===== src/rtl/uart_fifo_core.sv =====
// uart_fifo_core: 16x-oversampled UART with TX/RX FIFOs.
// Parity and stop-bit count are selected at run time. Error flags are sticky.

// First-word-fall-through circular buffer with an occupancy counter.
module uart_fifo_core_buf #(
  parameter int unsigned W  = 8,
  parameter int unsigned AW = 4
) (
  input  logic          CLK,
  input  logic          RESET,
  input  logic          push,
  input  logic [W-1:0]  din,
  input  logic          pop,
  output logic [W-1:0]  dout,
  output logic [AW:0]   level,
  output logic          full,
  output logic          empty
);
  localparam logic [AW:0] DEPTH = {1'b1, {AW{1'b0}}};

  logic [W-1:0]  mem [2**AW];
  logic [AW-1:0] wr_ptr;
  logic [AW-1:0] rd_ptr;
  logic          do_push;
  logic          do_pop;

  assign full    = (level == DEPTH);
  assign empty   = (level == '0);
  assign do_pop  = pop && !empty;
  // A push into a full buffer still lands when a pop frees the slot in the same cycle.
  assign do_push = push && (!full || do_pop);
  assign dout    = empty ? '0 : mem[rd_ptr];

  // storage array; contents are only observed through the level-gated head
  always_ff @(posedge CLK) begin
    if (do_push) mem[wr_ptr] <= din;
  end

  // pointers wrap naturally at depth; level tracks occupancy
  always_ff @(posedge CLK or posedge RESET) begin
    if (RESET) begin
      wr_ptr <= '0;
      rd_ptr <= '0;
      level  <= '0;
    end else begin
      if (do_push) wr_ptr <= wr_ptr + 1'b1;
      if (do_pop)  rd_ptr <= rd_ptr + 1'b1;
      case ({do_push, do_pop})
        2'b10:   level <= level + 1'b1;
        2'b01:   level <= level - 1'b1;
        default: ;
      endcase
    end
  end
endmodule

module uart_fifo_core #(
  parameter int unsigned DATA_WIDTH = 8,
  parameter int unsigned FIFO_AW    = 4,
  parameter int unsigned BAUD_W     = 13
) (
  input  logic                  CLK,
  input  logic                  RESET,
  input  logic [BAUD_W-1:0]     BAUD_VAL,
  input  logic                  PARITY_EN,
  input  logic                  ODD_N_EVEN,
  input  logic                  STOP2,
  input  logic                  TX_WE,
  input  logic [DATA_WIDTH-1:0] TX_DATA,
  input  logic                  RX_RE,
  output logic [DATA_WIDTH-1:0] RX_DATA,
  input  logic                  CLR_ERR,
  output logic                  TXRDY,
  output logic                  RXRDY,
  output logic                  TX_IDLE,
  output logic [FIFO_AW:0]      TX_LEVEL,
  output logic [FIFO_AW:0]      RX_LEVEL,
  output logic                  PARITY_ERR,
  output logic                  FRAMING_ERR,
  output logic                  OVERFLOW,
  input  logic                  RX,
  output logic                  TX
);
  typedef enum logic [2:0] {TXS_IDLE, TXS_START, TXS_DATA, TXS_PARITY, TXS_STOP} tx_state_t;
  typedef enum logic [2:0] {RXS_IDLE, RXS_START, RXS_DATA, RXS_PARITY, RXS_STOP} rx_state_t;

  localparam logic [3:0] LAST_BIT = 4'(DATA_WIDTH - 1);

  logic [BAUD_W-1:0] baud_cnt;
  logic              tick;

  logic                  tx_pop, tx_empty, tx_full;
  logic [DATA_WIDTH-1:0] tx_head;
  tx_state_t             tx_state, tx_state_n;
  logic [4:0]            tx_cnt, tx_cnt_n;
  logic [3:0]            tx_bit, tx_bit_n;
  logic [DATA_WIDTH-1:0] tx_sh, tx_sh_n;
  logic                  tx_par, tx_par_n, tx_pen, tx_pen_n, tx_stop2, tx_stop2_n;
  logic                  tx_q, tx_n;

  logic [1:0]            rx_sync;
  logic                  rx_s;
  logic                  rx_push, rx_empty, rx_full;
  rx_state_t             rx_state, rx_state_n;
  logic [3:0]            rx_cnt, rx_cnt_n;
  logic [3:0]            rx_bit, rx_bit_n;
  logic [DATA_WIDTH-1:0] rx_sh, rx_sh_n;
  logic                  rx_parbit, rx_parbit_n;
  logic                  set_fe, set_pe, set_ov;

  uart_fifo_core_buf #(.W(DATA_WIDTH), .AW(FIFO_AW)) u_tx_fifo (
    .CLK(CLK), .RESET(RESET), .push(TX_WE), .din(TX_DATA), .pop(tx_pop),
    .dout(tx_head), .level(TX_LEVEL), .full(tx_full), .empty(tx_empty)
  );

  uart_fifo_core_buf #(.W(DATA_WIDTH), .AW(FIFO_AW)) u_rx_fifo (
    .CLK(CLK), .RESET(RESET), .push(rx_push), .din(rx_sh), .pop(RX_RE),
    .dout(RX_DATA), .level(RX_LEVEL), .full(rx_full), .empty(rx_empty)
  );

  assign tick    = (baud_cnt == '0);
  assign TXRDY   = !tx_full;
  assign RXRDY   = !rx_empty;
  assign TX_IDLE = tx_empty && (tx_state == TXS_IDLE);
  assign TX      = tx_q;
  assign rx_s    = rx_sync[1];

  // oversample tick: down-counter reloaded from BAUD_VAL on each tick
  always_ff @(posedge CLK or posedge RESET) begin
    if (RESET)     baud_cnt <= '0;
    else if (tick) baud_cnt <= BAUD_VAL;
    else           baud_cnt <= baud_cnt - 1'b1;
  end

  // TX state, shifter and registered line output
  always_ff @(posedge CLK or posedge RESET) begin
    if (RESET) begin
      tx_state <= TXS_IDLE;
      tx_cnt   <= '0;
      tx_bit   <= '0;
      tx_sh    <= '0;
      tx_par   <= 1'b0;
      tx_pen   <= 1'b0;
      tx_stop2 <= 1'b0;
      tx_q     <= 1'b1;
    end else begin
      tx_state <= tx_state_n;
      tx_cnt   <= tx_cnt_n;
      tx_bit   <= tx_bit_n;
      tx_sh    <= tx_sh_n;
      tx_par   <= tx_par_n;
      tx_pen   <= tx_pen_n;
      tx_stop2 <= tx_stop2_n;
      tx_q     <= tx_n;
    end
  end

  // TX next state: frame format is latched at the pop so mid-frame changes are harmless
  always_comb begin
    tx_state_n = tx_state;
    tx_cnt_n   = tx_cnt;
    tx_bit_n   = tx_bit;
    tx_sh_n    = tx_sh;
    tx_par_n   = tx_par;
    tx_pen_n   = tx_pen;
    tx_stop2_n = tx_stop2;
    tx_n       = tx_q;
    tx_pop     = 1'b0;
    if (tick) begin
      case (tx_state)
        TXS_IDLE: begin
          tx_n = 1'b1;
          if (!tx_empty) begin
            tx_pop     = 1'b1;
            tx_sh_n    = tx_head;
            tx_par_n   = (^tx_head) ^ ODD_N_EVEN;
            tx_pen_n   = PARITY_EN;
            tx_stop2_n = STOP2;
            tx_cnt_n   = '0;
            tx_state_n = TXS_START;
            tx_n       = 1'b0;
          end
        end
        TXS_START: begin
          if (tx_cnt == 5'd15) begin
            tx_cnt_n   = '0;
            tx_bit_n   = '0;
            tx_state_n = TXS_DATA;
            tx_n       = tx_sh[0];
          end else tx_cnt_n = tx_cnt + 1'b1;
        end
        TXS_DATA: begin
          if (tx_cnt == 5'd15) begin
            tx_cnt_n = '0;
            if (tx_bit == LAST_BIT) begin
              tx_state_n = tx_pen ? TXS_PARITY : TXS_STOP;
              tx_n       = tx_pen ? tx_par : 1'b1;
            end else begin
              tx_bit_n = tx_bit + 1'b1;
              tx_sh_n  = tx_sh >> 1;
              tx_n     = tx_sh[1];
            end
          end else tx_cnt_n = tx_cnt + 1'b1;
        end
        TXS_PARITY: begin
          if (tx_cnt == 5'd15) begin
            tx_cnt_n   = '0;
            tx_state_n = TXS_STOP;
            tx_n       = 1'b1;
          end else tx_cnt_n = tx_cnt + 1'b1;
        end
        TXS_STOP: begin
          if (tx_cnt == (tx_stop2 ? 5'd31 : 5'd15)) begin
            tx_cnt_n   = '0;
            tx_state_n = TXS_IDLE;
          end else tx_cnt_n = tx_cnt + 1'b1;
        end
        default: tx_state_n = TXS_IDLE;
      endcase
    end
  end

  // RX synchronizer, state and shifter
  always_ff @(posedge CLK or posedge RESET) begin
    if (RESET) begin
      rx_sync   <= '1;
      rx_state  <= RXS_IDLE;
      rx_cnt    <= '0;
      rx_bit    <= '0;
      rx_sh     <= '0;
      rx_parbit <= 1'b0;
    end else begin
      rx_sync   <= {rx_sync[0], RX};
      rx_state  <= rx_state_n;
      rx_cnt    <= rx_cnt_n;
      rx_bit    <= rx_bit_n;
      rx_sh     <= rx_sh_n;
      rx_parbit <= rx_parbit_n;
    end
  end

  // RX next state: start bit checked at half-bit, later bits sampled mid-bit
  always_comb begin
    rx_state_n  = rx_state;
    rx_cnt_n    = rx_cnt;
    rx_bit_n    = rx_bit;
    rx_sh_n     = rx_sh;
    rx_parbit_n = rx_parbit;
    rx_push     = 1'b0;
    set_fe      = 1'b0;
    set_pe      = 1'b0;
    if (tick) begin
      case (rx_state)
        RXS_IDLE: begin
          if (!rx_s) begin
            rx_cnt_n   = '0;
            rx_state_n = RXS_START;
          end
        end
        RXS_START: begin
          if (rx_cnt == 4'd7) begin
            rx_cnt_n   = '0;
            rx_bit_n   = '0;
            rx_state_n = rx_s ? RXS_IDLE : RXS_DATA;
          end else rx_cnt_n = rx_cnt + 1'b1;
        end
        RXS_DATA: begin
          if (rx_cnt == 4'd15) begin
            rx_cnt_n = '0;
            rx_sh_n  = {rx_s, rx_sh[DATA_WIDTH-1:1]};
            if (rx_bit == LAST_BIT) rx_state_n = PARITY_EN ? RXS_PARITY : RXS_STOP;
            else                    rx_bit_n   = rx_bit + 1'b1;
          end else rx_cnt_n = rx_cnt + 1'b1;
        end
        RXS_PARITY: begin
          if (rx_cnt == 4'd15) begin
            rx_cnt_n    = '0;
            rx_parbit_n = rx_s;
            rx_state_n  = RXS_STOP;
          end else rx_cnt_n = rx_cnt + 1'b1;
        end
        RXS_STOP: begin
          if (rx_cnt == 4'd15) begin
            rx_cnt_n   = '0;
            rx_push    = 1'b1;
            set_fe     = !rx_s;
            set_pe     = PARITY_EN && (rx_parbit != ((^rx_sh) ^ ODD_N_EVEN));
            rx_state_n = RXS_IDLE;
          end else rx_cnt_n = rx_cnt + 1'b1;
        end
        default: rx_state_n = RXS_IDLE;
      endcase
    end
  end

  // the character is lost exactly when the RX buffer refuses the push
  assign set_ov = rx_push && rx_full && !RX_RE;

  // sticky error flags; a new error wins over a simultaneous clear
  always_ff @(posedge CLK or posedge RESET) begin
    if (RESET) begin
      PARITY_ERR  <= 1'b0;
      FRAMING_ERR <= 1'b0;
      OVERFLOW    <= 1'b0;
    end else begin
      if (set_pe)       PARITY_ERR  <= 1'b1;
      else if (CLR_ERR) PARITY_ERR  <= 1'b0;
      if (set_fe)       FRAMING_ERR <= 1'b1;
      else if (CLR_ERR) FRAMING_ERR <= 1'b0;
      if (set_ov)       OVERFLOW    <= 1'b1;
      else if (CLR_ERR) OVERFLOW    <= 1'b0;
    end
  end
endmodule


===== config.mk =====
export PLATFORM = sky130hd
export DESIGN_NAME = uart_fifo_core
export DESIGN_NICKNAME = d
export VERILOG_FILES = /design/src/rtl/uart_fifo_core.sv
export SDC_FILE = /design/constraint.sdc
export NUM_CORES = 1
export LEC_CHECK = 0
export CAP_MARGIN = 40
export CORE_MARGIN = 2
export CORE_UTILIZATION = 55
export CTS_BUF_LIST = sky130_fd_sc_hd__clkbuf_16
export DETAILED_ROUTE_END_ITERATION = 8
export GPL_TIMING_DRIVEN = 0
export PLACE_DENSITY = 0.8
export SLEW_MARGIN = 15
export SYNTH_ARGS = -nofsm -noshare
export SYNTH_HDL_FRONTEND = slang
export SYNTH_SLANG_ARGS = --single-unit
export TNS_END_PERCENT = 50

===== constraint.sdc =====
create_clock -name CLK -period 3.78 [get_ports CLK]
set_input_delay 0.378 -clock CLK [delete_from_list [all_inputs] [get_ports CLK]]
set_output_delay 0.378 -clock CLK [all_outputs]
set_load 0.02 [all_outputs]

==> results of run 1 <==
cell type report:
type	instances	area share
tap	335	0.02448
timing repair buffer	74	0.04201
clock inverter	28	0.01366
multi-input combinational	492	0.2708
buffer	36	0.01213
inverter	28	0.006284
sequential	344	0.5780
clock buffer	36	0.05261
logic make-up after synthesis:
| family | share of synthesized area |
|---|---|
| flops | 0.6701 |
| simple gates | 0.07230 |
| compound gates | 0.04611 |
| mux | 0.1381 |
| buf+inv | 0.02102 |
| xor+xnor | 0.03068 |
| fa+ha+maj | 0.02170 |
cell usage in the layout, fill, tap and decap left out, types with 15 or more instances in the layout:
cell type        Yosys  final
o21ai_0             38     38
mux4_2              48     48
mux4_1              28     28
xnor2_1             27     27
nand2_1             46     46
dfrtp_1             85     81
nand3_1             23     23
edfxtp_1           256    256
nor2b_1             16     16
inv_1               28     32
xor2_1              15     15
a21oi_1             24     23
buf_4                0     16
clkbuf_16            0     36
mux2_2              16     16
ha_1                24     22
clkbuf_1            27     19
nor2_1              56     55
clkdlybuf4s50_1      0     54
what timing repair did:
action | 4_1_cts | 5_1_grt
buffers inserted | 2 | 9
resized for setup | 15 | 10
setup endpoints to repair | 35 | 3
pin swaps | 2 | 2
gates cloned | 0 | 0
stage by stage:
| step | power, mW | hold WS [ns] | std cells |
|---|---|---|---|
| after floorplan | 5.577 | 0.3452 | 903 |
| after global placement | 6.007 | 0.3475 | 1292 |
| after detailed placement | 6.121 | 0.3481 | 1300 |
| after CTS | 9.527 | 0.2112 | 1363 |
| after global routing | 9.885 | 0.2443 | 1373 |
| final | 9.523 | 0.2171 | 1373 |
power by group through the flow:
stage / clock, mW / combinational (mW) / sequential (mW)
after floorplan: 0 / 0.972 / 4.60
after global placement: 0 / 1.43 / 4.57
after detailed placement: 0 / 1.53 / 4.59
after CTS: 3.45 / 1.53 / 4.55
after global routing: 3.59 / 1.71 / 4.59
final: 3.40 / 1.57 / 4.55
worst paths after layout:
path / startpoint / to / slack, ns
worst max-delay path: u_rx_fifo.rd_ptr[0] / RX_DATA[6] / 0.19
worst min-delay path: RESET / u_tx_fifo.rd_ptr[1] / 0.22
worst max register to register: baud_cnt[0] / u_rx_fifo.level[4] / 0.22
worst min register to register: rx_sync[0] / rx_sync[1] / 0.37
max in group asynchronous: RESET / TX / 2.87
min in group CLK: RX / rx_sync[0] / 0.27
metal layers:
| layer | track usage | part of all wire |
|---|---|---|
| met1 | 0.2826 | 0.39 |
| met2 | 0.3825 | 0.52 |
| met3 | 0.03032 | 0.057 |
| met4 | 0.08393 | 0.035 |
| met5 | 0 | 0 |
state kept, by name (all words and copies together), names as in the netlist, 5 cells and up:
| register | count |
|---|---|
| u_tx_fifo.level | 5 |
| u_tx_fifo.mem | 128 |
| u_rx_fifo.mem | 128 |
| tx_cnt | 5 |
| baud_cnt | 13 |
| tx_sh | 8 |
| rx_sh | 8 |
| u_rx_fifo.level | 5 |
==> metrics, run 1 <==
vias in the first global route 8406; Initial Utilization 0.5633; Slew Viols, Final 0; max cap viols 0; most common cell in the netlist edfxtp_1; drt wl/cell 22.06 microns; Final min period 3.590 ns; area leader, netlist edfxtp_1; All-Layer GR Usage 0.2192; Switching Fraction 0.2623; std cell rows 59; initial antenna violation count 0; Synth Cell Area 14760 sq um; Psw 2.498 mW; cell mode on critical path mux4_2; Routed WL 30290 microns; status complete, no violations; Reg clk slew, reported paths 0.07 ns; Critical path buffers and inverters 2; CP delay by family, top multiplexers; CP Data Arrival Time 3.21 ns; fin worst setup slack 0.1905 ns; Worst-Skew Late Latency 0.52 ns; Worst setup EP type output port; Reg power frac 0.478; Top Ports 55; DIE WIDTH 167.8 microns; slew of the pin with the lowest slew margin 0.8484 ns; CTS HTree Levels 2; Detail Placement HPWL 19310 microns; pwr/cell area 556.1 nW/um^2; fraction of registers with async set/reset 0.2558; CP startpoint kind flip-flop; final core utilization 0.6534; GP Congestion 0.8495; Setup Skew 0.01854 ns; DRC errors left 0; CTS Buffer Depth 3; syn_nets 958; Top FF cell, synth edfxtp_1; Setup TNS 0 ns; Hold-fix buffers, CTS 0; pre-CTS WS -0.7366 ns; critical path cell sequence buf_2, mux4_2, mux4_2, nor2b_1, clkdlybuf4s50_1; sequential area share after synthesis 0.6701; total CTS buffers 35; Final setup viols 0; CTS tree yes; Syn. warnings 0; Root Buffer clkbuf_16; Routed Antenna Nets 0; drt via density 6.017; largest net degree at the start of global routing 63; maximum VDD drop 0.3787 mV; cell count after synthesis 903; critical path class reg -> out; Crit path depth 5; Die Area 28170 sq um; relative slew slack 0.4313; R2R depth 19; syn avg cell area 16.35 sq um; post-synthesis cell type count 58; Post-DP Area 15860 sq um; f_max 278.6 MHz; Internal 7.025 mW; Final Cycle Share 0.9496; first-pass GRT wire length 47070 microns; Layout Area Growth over Synthesis 15.99%; Area contributors post-synth edfxtp_1 (52%), dfrtp_1 (14%), mux4_2 (7.3%), mux4_1 (5.0%), ha_1 (2.0%); Hold Fails Final Rpt 0; grt total ovfl 0; share of the synthesized area in the top cell type 0.5207; Iteration-0 DRC Markers 739; synth cell count leaders edfxtp_1 (256), dfrtp_1 (85), nor2_1 (56), mux4_2 (48), nand2_1 (46); Yosys reg bits 344; Nets 1066; # diodes 0; share of layout cells above drive strength 1 0.1763; Leakage 6.472 nW; logic gate share of total power 0.165; Filler Cell Count 1742; Num Clock Sinks 344; design area 17120 sq um; crit-path max cell delay 0.60 ns; number of synthesized flops with an enable pin 256; DRT Pass-1 Iters 5; Register Area 9898 sq um; vias 8261; maximum fanout along the worst path 10; worst path required time 3.40 ns; share of total power in the clock network 0.357; CORE AREA 26210 sq um; worst min-delay path class in -> async; Port Buf Inserts 54; Chip Height 167.8 microns; slowest CP cell mux4_2; area of the multi-input gates 4637 sq um
Power figures use the tool's default switching activity.
==> inputs of run 2 (changes only) <==
--- a/config.mk
+++ b/config.mk
@@ -5,13 +5,16 @@
 export SDC_FILE = /design/constraint.sdc
 export NUM_CORES = 1
 export LEC_CHECK = 0
-export CAP_MARGIN = 40
+export CAP_MARGIN = 20
+export CELL_PAD_IN_SITES_DETAIL_PLACEMENT = 2
+export CELL_PAD_IN_SITES_GLOBAL_PLACEMENT = 2
 export CORE_MARGIN = 2
-export CORE_UTILIZATION = 55
+export CORE_UTILIZATION = 41
 export CTS_BUF_LIST = sky130_fd_sc_hd__clkbuf_16
+export CTS_CLUSTER_DIAMETER = 150
 export DETAILED_ROUTE_END_ITERATION = 8
 export GPL_TIMING_DRIVEN = 0
-export PLACE_DENSITY = 0.8
+export PLACE_DENSITY = 0.79
 export SLEW_MARGIN = 15
 export SYNTH_ARGS = -nofsm -noshare
 export SYNTH_HDL_FRONTEND = slang
==> run 2 against run 1 <==
  * Fmax down 1.1%
  * Global-route usage down 1.7 points
  * Clock-buffer cell count up 3
  * Via count up 0.67%
  * Cell area up 1.2%
  * Combinational power about the same
  * Clock skew about the same
  * Setup slack worse by 0.040 ns
  * Final cell count up 9.3%
  * Critical path type unchanged
==> metrics, run 2 (synthesized netlist as in run 1, its figures left out) <==
total CTS buffers 39 (was 35); Root Buffer clkbuf_16 (unchanged); Routed WL 37020 microns (was 30290 microns); DIE WIDTH 193.8 microns (was 167.8 microns); reg-to-reg critical path startpoint u_rx_fifo.level[1] (was baud_cnt[0]); maximum fanout along the worst path 10 (unchanged); vias in the first global route 9272 (was 8406); Initial Utilization 0.4161 (was 0.5633); Setup TNS 0 ns (unchanged); initial antenna violation count 0 (unchanged); Worst setup EP type output port (unchanged); Leakage 6.525 nW (was 6.472 nW); Internal 7.115 mW (was 7.025 mW); f_max 275.5 MHz (was 278.6 MHz); Final setup viols 0 (unchanged); Switching Fraction 0.2686 (was 0.2623); relative slew slack 0.3787 (was 0.4313); DRT Pass-1 Iters 4 (was 5); drt wl/cell 24.67 microns (was 22.06 microns); R2R depth 15 (was 19); largest net degree at the start of global routing 46 (was 63); Slew Viols, Final 0 (unchanged); share of layout cells above drive strength 1 0.1654 (was 0.1763); worst min-delay path class in -> reg (was in -> async); GP Congestion 0.7520 (was 0.8495); Iteration-0 DRC Markers 508 (was 739); Port Buf Inserts 54 (unchanged); most common cell after layout, fill and taps aside edfxtp_1 (unchanged); critical path class reg -> out (unchanged); share of total power in the clock network 0.369 (was 0.357); Crit. Startpoint u_rx_fifo.rd_ptr[1] (was u_rx_fifo.rd_ptr[0]); Hold Path Depth 1; pre-CTS WS -0.9299 ns (was -0.7366 ns); Design Power 9.729 mW (was 9.523 mW); CP startpoint kind flip-flop (unchanged); logic gate share of total power 0.160 (was 0.165); Psw 2.613 mW (was 2.498 mW); slew of the pin with the lowest slew margin 0.9285 ns (was 0.8484 ns); Layout Area Growth over Synthesis 17.35% (was 15.99%); status complete, no violations (unchanged); All-Layer GR Usage 0.2026 (was 0.2192); std cell rows 69 (was 59); Die Area 37540 sq um (was 28170 sq um); DRC errors left 0 (unchanged); pwr/cell area 561.6 nW/um^2 (was 556.1 nW/um^2); CTS tree yes (unchanged); Setup Skew 0.01831 ns (was 0.01854 ns); Num Clock Sinks 344 (unchanged); maximum VDD drop 0.5275 mV (was 0.3787 mV); first-pass GRT wire length 58030 microns (was 47070 microns); Final Cycle Share 0.9602 (was 0.9496); Routed Antenna Nets 0 (unchanged); # diodes 0 (unchanged); CORE AREA 35480 sq um (was 26210 sq um); Worst-Skew Late Latency 0.55 ns (was 0.52 ns); CP Data Arrival Time 3.25 ns (was 3.21 ns); Final min period 3.629 ns (was 3.590 ns); Reg clk slew, reported paths 0.06 ns (was 0.07 ns); Top Registers u_rx_fifo.mem (128), u_tx_fifo.mem (128), baud_cnt (13) (unchanged); grt total ovfl 0 (unchanged); CTS HTree Levels 2 (unchanged); Reg power frac 0.470 (was 0.478); Detail Placement HPWL 25400 microns (was 19310 microns); drt via density 5.540 (was 6.017); final core utilization 0.4882 (was 0.6534); Top Ports 55 (unchanged); CTS Buffer Depth 3 (unchanged); worst path required time 3.40 ns (about the same); vias 8316 (was 8261); max cap viols 0 (unchanged); Chip Height 193.8 microns (was 167.8 microns); fin worst setup slack 0.1506 ns (was 0.1905 ns); Nets 1065 (was 1066); Hold Fails Final Rpt 0 (unchanged); most frequent cells in the layout edfxtp_1 (256), dfrtp_1 (83), nor2_1 (55), clkdlybuf4s50_1 (54), mux4_2 (48) (was edfxtp_1 (256), dfrtp_1 (81), nor2_1 (55), clkdlybuf4s50_1 (54), mux4_2 (48)); worst min-delay path startpoint RX
==> run 2: cell types whose count changed in the layout (fill, tap and decap cells not counted), moves of 2 or more <==
| cell | previous run | this run |
|---|---|---|
| clkinv_2 | 9 | 1 |
| dfrtp_1 | 81 | 83 |
| buf_2 | 4 | 2 |
| buf_4 | 16 | 18 |
| inv_6 | 2 | 4 |
| buf_6 | 4 | 1 |
| clkbuf_16 | 36 | 39 |
| dfrtp_2 | 4 | 2 |
| inv_1 | 32 | 43 |
==> run 2: worst max-delay path, stage by stage (launching register included) <==
cell,delay (ns)
dfrtp_1,0.36
clkbuf_1,0.32
clkbuf_2,0.42
mux4_2,0.39
mux4_2,0.48
nor2b_1,0.15
clkdlybuf4s50_1,0.57
==> run 2: layer usage <==
metal,up-vias,GRT usage,wire length (microns)
li1,3721,-,-
met1,4404,0.2579,15460
met2,138,0.3587,19590
met3,53,0.03235,1178
met4,0,0.05768,794
met5,-,0,0
==> run 2: path summary, 6_finish.rpt <==
| path | end | slack, ns |
|---|---|---|
| worst max-delay path | RX_DATA[4] | 0.15 |
| worst min-delay path | rx_sync[0] | 0.24 |
| worst max register to register | u_rx_fifo.level[4] | 0.20 |
| worst min register to register | rx_sync[1] | 0.36 |
| max in group asynchronous | TX | 2.80 |
| min in group asynchronous | u_rx_fifo.level[1] | 0.27 |
==> run 2: final cells by class <==
type                       count  area (sq um)
buffer                        36         216.5
clock buffer                  39         975.9
clock inverter                32         227.7
fill                        3246         18160
inverter                      28         107.6
multi-input combinational    492          4651
sequential                   344          9896
tap                          461         576.8
timing repair buffer          69         673.1
==> run 2: power groups by stage <==
stage | registers [mW] | clock network, mW | logic, mW
6_report | 4.58 | 3.59 | 1.56
5_1_grt | 4.62 | 3.82 | 1.73
4_1_cts | 4.56 | 3.69 | 1.60
3_5_place_dp | 4.61 | 0 | 1.58
3_3_place_gp | 4.58 | 0 | 1.48
2_1_floorplan | 4.60 | 0 | 0.972
==> run 2: per-stage QoR <==
stage / cells / instance area [sq um] / hold slack, ns
floorplan: 903 / 14770 / 0.3452
global placement: 1418 / 15890 / 0.3458
detailed placement: 1427 / 16020 / 0.3518
CTS: 1498 / 17270 / 0.2129
global route: 1501 / 17320 / 0.2252
finish: 1501 / 17320 / 0.2425
==> run 2: repair_timing <==
action,4_1_cts,5_1_grt
pin swaps,1,4
hold buffers,0,0
resized for setup,26,8
endpoints found under the setup margin,132,11
endpoints found under the hold margin,0,0
buffers inserted,2,4
==> RTL change 1 (flow settings as in run 2) <==
Set the parameter `DATA_WIDTH` to 7 (it was 8).
--- a/src/rtl/uart_fifo_core.sv
+++ b/src/rtl/uart_fifo_core.sv
@@ -56,5 +56,5 @@
 
 module uart_fifo_core #(
-  parameter int unsigned DATA_WIDTH = 8,
+  parameter int unsigned DATA_WIDTH = 7,
   parameter int unsigned FIFO_AW    = 4,
   parameter int unsigned BAUD_W     = 13
Interface: changed (resized RX_DATA and TX_DATA); port bits go from 55 to 53. The function was not compared with the original's and may differ.
==> RTL change 1 against run 2 <==
  * Largest cell class unchanged
  * Synthesized area fell by 9.3%
  * Routed wire length fell by 1.2%
  * Clock skew rose by 6.3 ps
  * Setup slack got worse by 99 ps
  * Fmax fell by 2.7%
  * Sequential cell count fell by 34
  * Critical path type is now reg -> reg
  * Design area fell by 7.4%
  * Register-to-register slack got worse by 150 ps
  * Power fell by 6.7%
  * Sequential share of layout area fell by 1.8 points
  * Utilization rose by 0.75 points
  * Via count fell by 3.9%
==> RTL change 1: results (changes against run 2) <==
Layout
  • Filler Cell Count: 3,059 (was 3,246)
  • N_diodes: 0 (unchanged)
  • Biggest regs: u_rx_fifo.mem: 112 flops, u_tx_fifo.mem: 112 flops, baud_cnt: 13 flops (was u_rx_fifo.mem: 128 flops, u_tx_fifo.mem: 128 flops, baud_cnt: 13 flops)
  • Layout cells sized above 1: 20.3% (was 16.5%)
  • Nets@finish: 1,051 (was 1,065)
  • Post-Layout Cell Count: 1,464 (was 1,501)

Synthesis
  • Yosys Warn Count: 0 (unchanged)
  • Post-synth EDFFs: 224 (was 256)
  • Syn Nets: 943 (was 958)
  • Post-synthesis cell type count: 58 (unchanged)
  • Cell count after synthesis: 887 (was 903)
  • Sequential fraction of the synthesis area: 66.3% (was 67.0%)
  • Async SR Flop Fraction: 27.7% (was 25.6%)
  • Synth top area cells: edfxtp_1 (50%), dfrtp_1 (16%), mux4_2 (8.7%), ha_1 (2.4%), xnor2_1 (2.0%) (was edfxtp_1 (52%), dfrtp_1 (14%), mux4_2 (7.3%), mux4_1 (5.0%), ha_1 (2.0%))
  • Synth top cells by count: edfxtp_1 (224), dfrtp_1 (83), nand2_1 (64) (was edfxtp_1 (256), dfrtp_1 (85), nor2_1 (56))
  • Most used DFF post-synth: edfxtp_1 (unchanged)

Placed design
  • Routability cong.: 0.750 (was 0.752)
  • Placed cells: 1,387 (was 1,427)
  • Number of port buffers: 52 (was 54)
  • Placed instance area: 0.0145 sq mm (was 0.0160 sq mm)
  • Post-DP HPWL: 23,900 um (was 25,400 um)
  • Pre-CTS WS: -911 ps (was -930 ps)

STA
  • Clk_skew: 24.6 ps (was 18.3 ps)
  • Setup ws final: 51.7 ps (was 151 ps)
  • Relative slew slack: 29.9% (was 37.9%)

Power and ir drop
  • Worst ir drop on vdd: 0.377 mV (was 0.528 mV)
  • P_leak: 5.92 nW (was 6.52 nW)

Worst setup path
  • Slowest stage cell, crit path: xnor3_1 (was clkdlybuf4s50_1)
  • Worst path top cell family by delay: buffers and inverters (unchanged)
  • CP max stage delay: 620 ps (was 570 ps)
  • R2r worst-path depth: 7 (was 15)
  • CP Class: reg -> reg (was reg -> out)
  • Setup crit end: tx_par (was RX_DATA[4])
  • Crit Reg-Reg Startpoint: u_tx_fifo.rd_ptr[2] (was u_rx_fifo.level[1])

Global routing
  • Total GRT Usage: 22.2% (was 20.3%)
  • Initial antenna violation count: 0 (unchanged)
  • Largest net degree at the start of global routing: 50 (was 46)
  • First-pass GRT wire length: 56,400 um (was 58,000 um)
  • Vias in the first global route: 9,216 (was 9,272)

Routing
  • DR iter-0 viols: 502 (was 508)
  • Drt via density: 5.46 (was 5.54)
  • 1st-pass router iterations: 4 (unchanged)
  • Drt wl/cell: 25.0 um (was 24.7 um)

Min path
  • Type of the most critical hold path: in -> reg (unchanged)

Clock network
  • Clock slew at reported path FFs: 60 ps (about the same)
  • Clk_lat worst skew: 520 ps (was 550 ps)
  • TritonCTS buffer count: 35 (was 39)
  • H-Tree Depth: 2 (unchanged)

Run status
  • Outcome: finished, final reports clean (unchanged)
RTL change 1: through the flow:
stage / power, W / TNS [ps] / hold slack, ps
2_1_floorplan: 0.00506 / 0 / 345
3_3_place_gp: 0.00549 / -75290 / 346
3_5_place_dp: 0.00561 / -39400 / 357
4_1_cts: 0.00907 / -4460 / 303
5_1_grt: 0.00946 / -24.4 / 295
6_report: 0.00908 / 0 / 302
RTL change 1: final cells by class:
cell class / count / area [sq um] / area share (%)
plain buffers: 38 / 215 / 1.34
clock buffers: 36 / 901 / 5.61
clock inverters: 28 / 231 / 1.44
inverters: 29 / 111 / 0.694
multi-input cells: 507 / 4420 / 27.5
flip-flops and latches: 310 / 8880 / 55.4
well taps: 442 / 553 / 3.45
repair buffers: 74 / 736 / 4.58
RTL change 1: worst min-delay path by stage:
stage,end,slack [ps],cells after the start
6_report,rx_sync[0],300,1
5_1_grt,rx_sync[0],290,1
4_1_cts,rx_sync[0],300,1
3_5_place_dp,rx_sync[1],360,0
3_3_place_gp,rx_sync[1],350,0
2_1_floorplan,rx_sync[1],350,0
RTL change 1: cells by family (layout without fill, tap and decap cells):
| kind of cell | after synthesis | count (layout) | synth area share (%) |
|---|---|---|---|
| DFF | 310 | 310 | 66.3 |
| and+or+nand+nor | 221 | 221 | 7.98 |
| AOI/OAI and AO/OA | 122 | 122 | 5.64 |
| muxes | 91 | 91 | 12.1 |
| buffers and inverters | 70 | 205 | 2.24 |
| xor gates and xnor gates | 46 | 46 | 3.11 |
| adders and majority gates | 27 | 27 | 2.58 |
RTL change 1: what timing repair did:
action / 4_1_cts / 5_1_grt
pin swaps: 5 / 10
setup endpoints to repair: 232 / 126
buffers inserted: 5 / 11
resized for setup: 37 / 24
RTL change 1: power by group:
part	internal, W	switching, W	total, W
combinational	0.000673	0.000942	0.00161
clock	0.00195	0.00140	0.00335
sequential	0.00391	0.000200	0.00411
RTL change 1: layer usage:
metal / up-vias / GRT usage (%) / wire, um / part of all wire [%]
met5: - / 0 / 0 / 0
met4: 0 / 7.08 / 1000 / 2.7
met3: 63 / 2.87 / 1120 / 3.1
met2: 145 / 42.0 / 20400 / 56
met1: 4200 / 25.9 / 14000 / 38
li1: 3581 / - / - / -
==> RTL change 2 (config.mk and constraints of run 2) <==
Without the edit above. Put one more register stage on the output `OVERFLOW`, cleared by the reset. The value now appears one clock later. The other outputs are not delayed to match.
--- a/src/rtl/uart_fifo_core.sv
+++ b/src/rtl/uart_fifo_core.sv
@@ -87,4 +87,6 @@
   localparam logic [3:0] LAST_BIT = 4'(DATA_WIDTH - 1);
 
+  logic OVERFLOW_s0;
+
   logic [BAUD_W-1:0] baud_cnt;
   logic              tick;
@@ -302,5 +304,5 @@
       PARITY_ERR  <= 1'b0;
       FRAMING_ERR <= 1'b0;
-      OVERFLOW    <= 1'b0;
+      OVERFLOW_s0 <= 1'b0;
     end else begin
       if (set_pe)       PARITY_ERR  <= 1'b1;
@@ -308,8 +310,16 @@
       if (set_fe)       FRAMING_ERR <= 1'b1;
       else if (CLR_ERR) FRAMING_ERR <= 1'b0;
-      if (set_ov)       OVERFLOW    <= 1'b1;
-      else if (CLR_ERR) OVERFLOW    <= 1'b0;
-    end
-  end
+      if (set_ov)       OVERFLOW_s0 <= 1'b1;
+      else if (CLR_ERR) OVERFLOW_s0 <= 1'b0;
+    end
+  end
+  always_ff @(posedge CLK or posedge RESET) begin
+    if (RESET) begin
+      OVERFLOW <= '0;
+    end else begin
+      OVERFLOW <= OVERFLOW_s0;
+    end
+  end
+
 endmodule
 
Function: no difference found for any inputs over 4 cycles, from zero or initial values and one cycle with RESET high; that may be too few to reach the edited logic, so the function may still have changed.
==> RTL change 2 against run 2 <==
  * The flow now finishes with violations (negative setup slack)
  * Sequential cell count is 1 higher
  * Synthesized area shrank 0.39%
  * Hold slack better by 40 ps
  * Routed wire length increased by 9.1%
  * Combinational power fell by 35%
  * First-iteration DRC count is 4.3% higher
  * Design area is 1.4% higher
  * Setup slack got worse by 250 ps
  * Power shrank 4.1%
  * Register-to-register slack got worse by 300 ps
  * Sequential share of layout area decreased by 0.66 points
  * Largest cell class unchanged
  * Largest power group unchanged
  * Highest routed layer unchanged
==> RTL change 2: results (changes against run 2) <==
Run status
  • Outcome: complete, but fails checks (was finished, final reports clean)
  • Failing checks: negative setup slack

STA
  • Setup ws final: -96.1 ps (was 151 ps)
  • Final setup viols: 37 (was 0)
  • Clk_skew: 18.1 ps (was 18.3 ps)

Placed design
  • Routability cong.: 0.765 (was 0.752)
  • Post-DP HPWL: 26,900 um (was 25,400 um)
  • Pre-CTS WS: -755 ps (was -930 ps)
  • Placed instance area: 0.0160 sq mm (about the same)

Layout
  • Multi-input gate area: 0.00479 sq mm (was 0.00465 sq mm)
  • Final instance area: 0.0176 sq mm (was 0.0173 sq mm)
  • Nets@finish: 1,101 (was 1,065)
  • N_diodes: 1 (was 0)
  • Final clock-cell share: 7.47% (was 6.95%)
  • Fraction of area in registers: 56.5% (was 57.1%)
  • Seq Cell Count: 345 (was 344)
  • Inverters: 30 (was 28)
  • Non-CTS buffers: 104 (was 105)
  • Layout cells sized above 1: 21.6% (was 16.5%)
  • Clock Buffer Count: 41 (was 39)
  • Multi-input comb cells: 525 (was 492)

Synthesis
  • Async SR Flop Fraction: 25.8% (was 25.6%)
  • Complex-gate fraction of the synthesized area: 4.79% (was 4.61%)
  • Xor and xnor area share after synthesis: 2.89% (was 3.07%)
  • Post-synthesis adder-cell area fraction: 2.23% (was 2.17%)
  • Syn Nets: 991 (was 958)
  • Synth top cells by count: edfxtp_1 (256), dfrtp_1 (86), nand2_1 (77) (was edfxtp_1 (256), dfrtp_1 (85), nor2_1 (56))
  • Post-synthesis mux area share: 12.9% (was 13.8%)
  • Synth top area cells: edfxtp_1 (52%), dfrtp_1 (15%), mux4_2 (11%), xnor2_1 (2.1%), nand2_1 (2.0%) (was edfxtp_1 (52%), dfrtp_1 (14%), mux4_2 (7.3%), mux4_1 (5.0%), ha_1 (2.0%))

Routing
  • Via count: 8,666 (was 8,316)
  • DR iter-0 viols: 530 (was 508)
  • 1st-pass router iterations: 5 (was 4)
  • DRT Wirelength: 40,400 um (was 37,000 um)

Worst setup path
  • Crit Reg-Reg Startpoint: baud_cnt[6] (was u_rx_fifo.level[1])
  • Critical Path Fanout Max: 6 (was 10)
  • WP data arrival: 4320 ps (was 3250 ps)
  • CP max stage delay: 550 ps (was 570 ps)
  • Worst path top cell family by delay: simple AND/OR/NAND/NOR gates (was buffers and inverters)

Global routing
  • First-pass GRT wire length: 61,200 um (was 58,000 um)
  • Vias in the first global route: 9,862 (was 9,272)
  • Largest net degree at the start of global routing: 52 (was 46)

Power and ir drop
  • Power Density: 531 mW/mm^2 (was 562 mW/mm^2)
  • Clk pwr share: 41.6% (was 36.9%)
  • Worst ir drop on vdd: 0.433 mV (was 0.528 mV)
  • Net Sw Power: 0.00232 W (was 0.00261 W)

Clock network
  • Post-CTS setup buffers: 4 (was 2)
  • Post-CTS sizing: 52 (was 26)
  • TritonCTS buffer count: 40 (was 39)
-- RTL change 2: changes by cell type in the layout (fill, tap and decap cells not counted), sizes merged, moves of 6 or more --
| cell | change |
|---|---|
| nor4 | +7 |
| mux2i | +14 |
| a221oi | +6 |
| xnor2 | +7 |
| inv | -14 |
| clkinv | +14 |
| mux4 | -7 |
| and3 | -10 |
| nand3 | -7 |
| nor3 | +10 |
| nand2 | +32 |
-- RTL change 2: per-stage QoR --
step	hold slack [ps]	instances	setup TNS, ps
floorplan	345	936	0
finish	283	1540	-988
global route	267	1540	-6730
detailed placement	352	1459	-93470
global placement	346	1451	-162250
CTS	261	1536	-215
-- RTL change 2: metal layers --
metal	part of all wire [%]	track usage, %	vias to the layer above	routed length [um]
met5	0	0	-	0
met4	2.5	7.52	0	992
met3	3.5	3.07	61	1410
met2	55	39.1	174	22200
met1	39	26.1	4623	15800
li1	-	-	3808	-
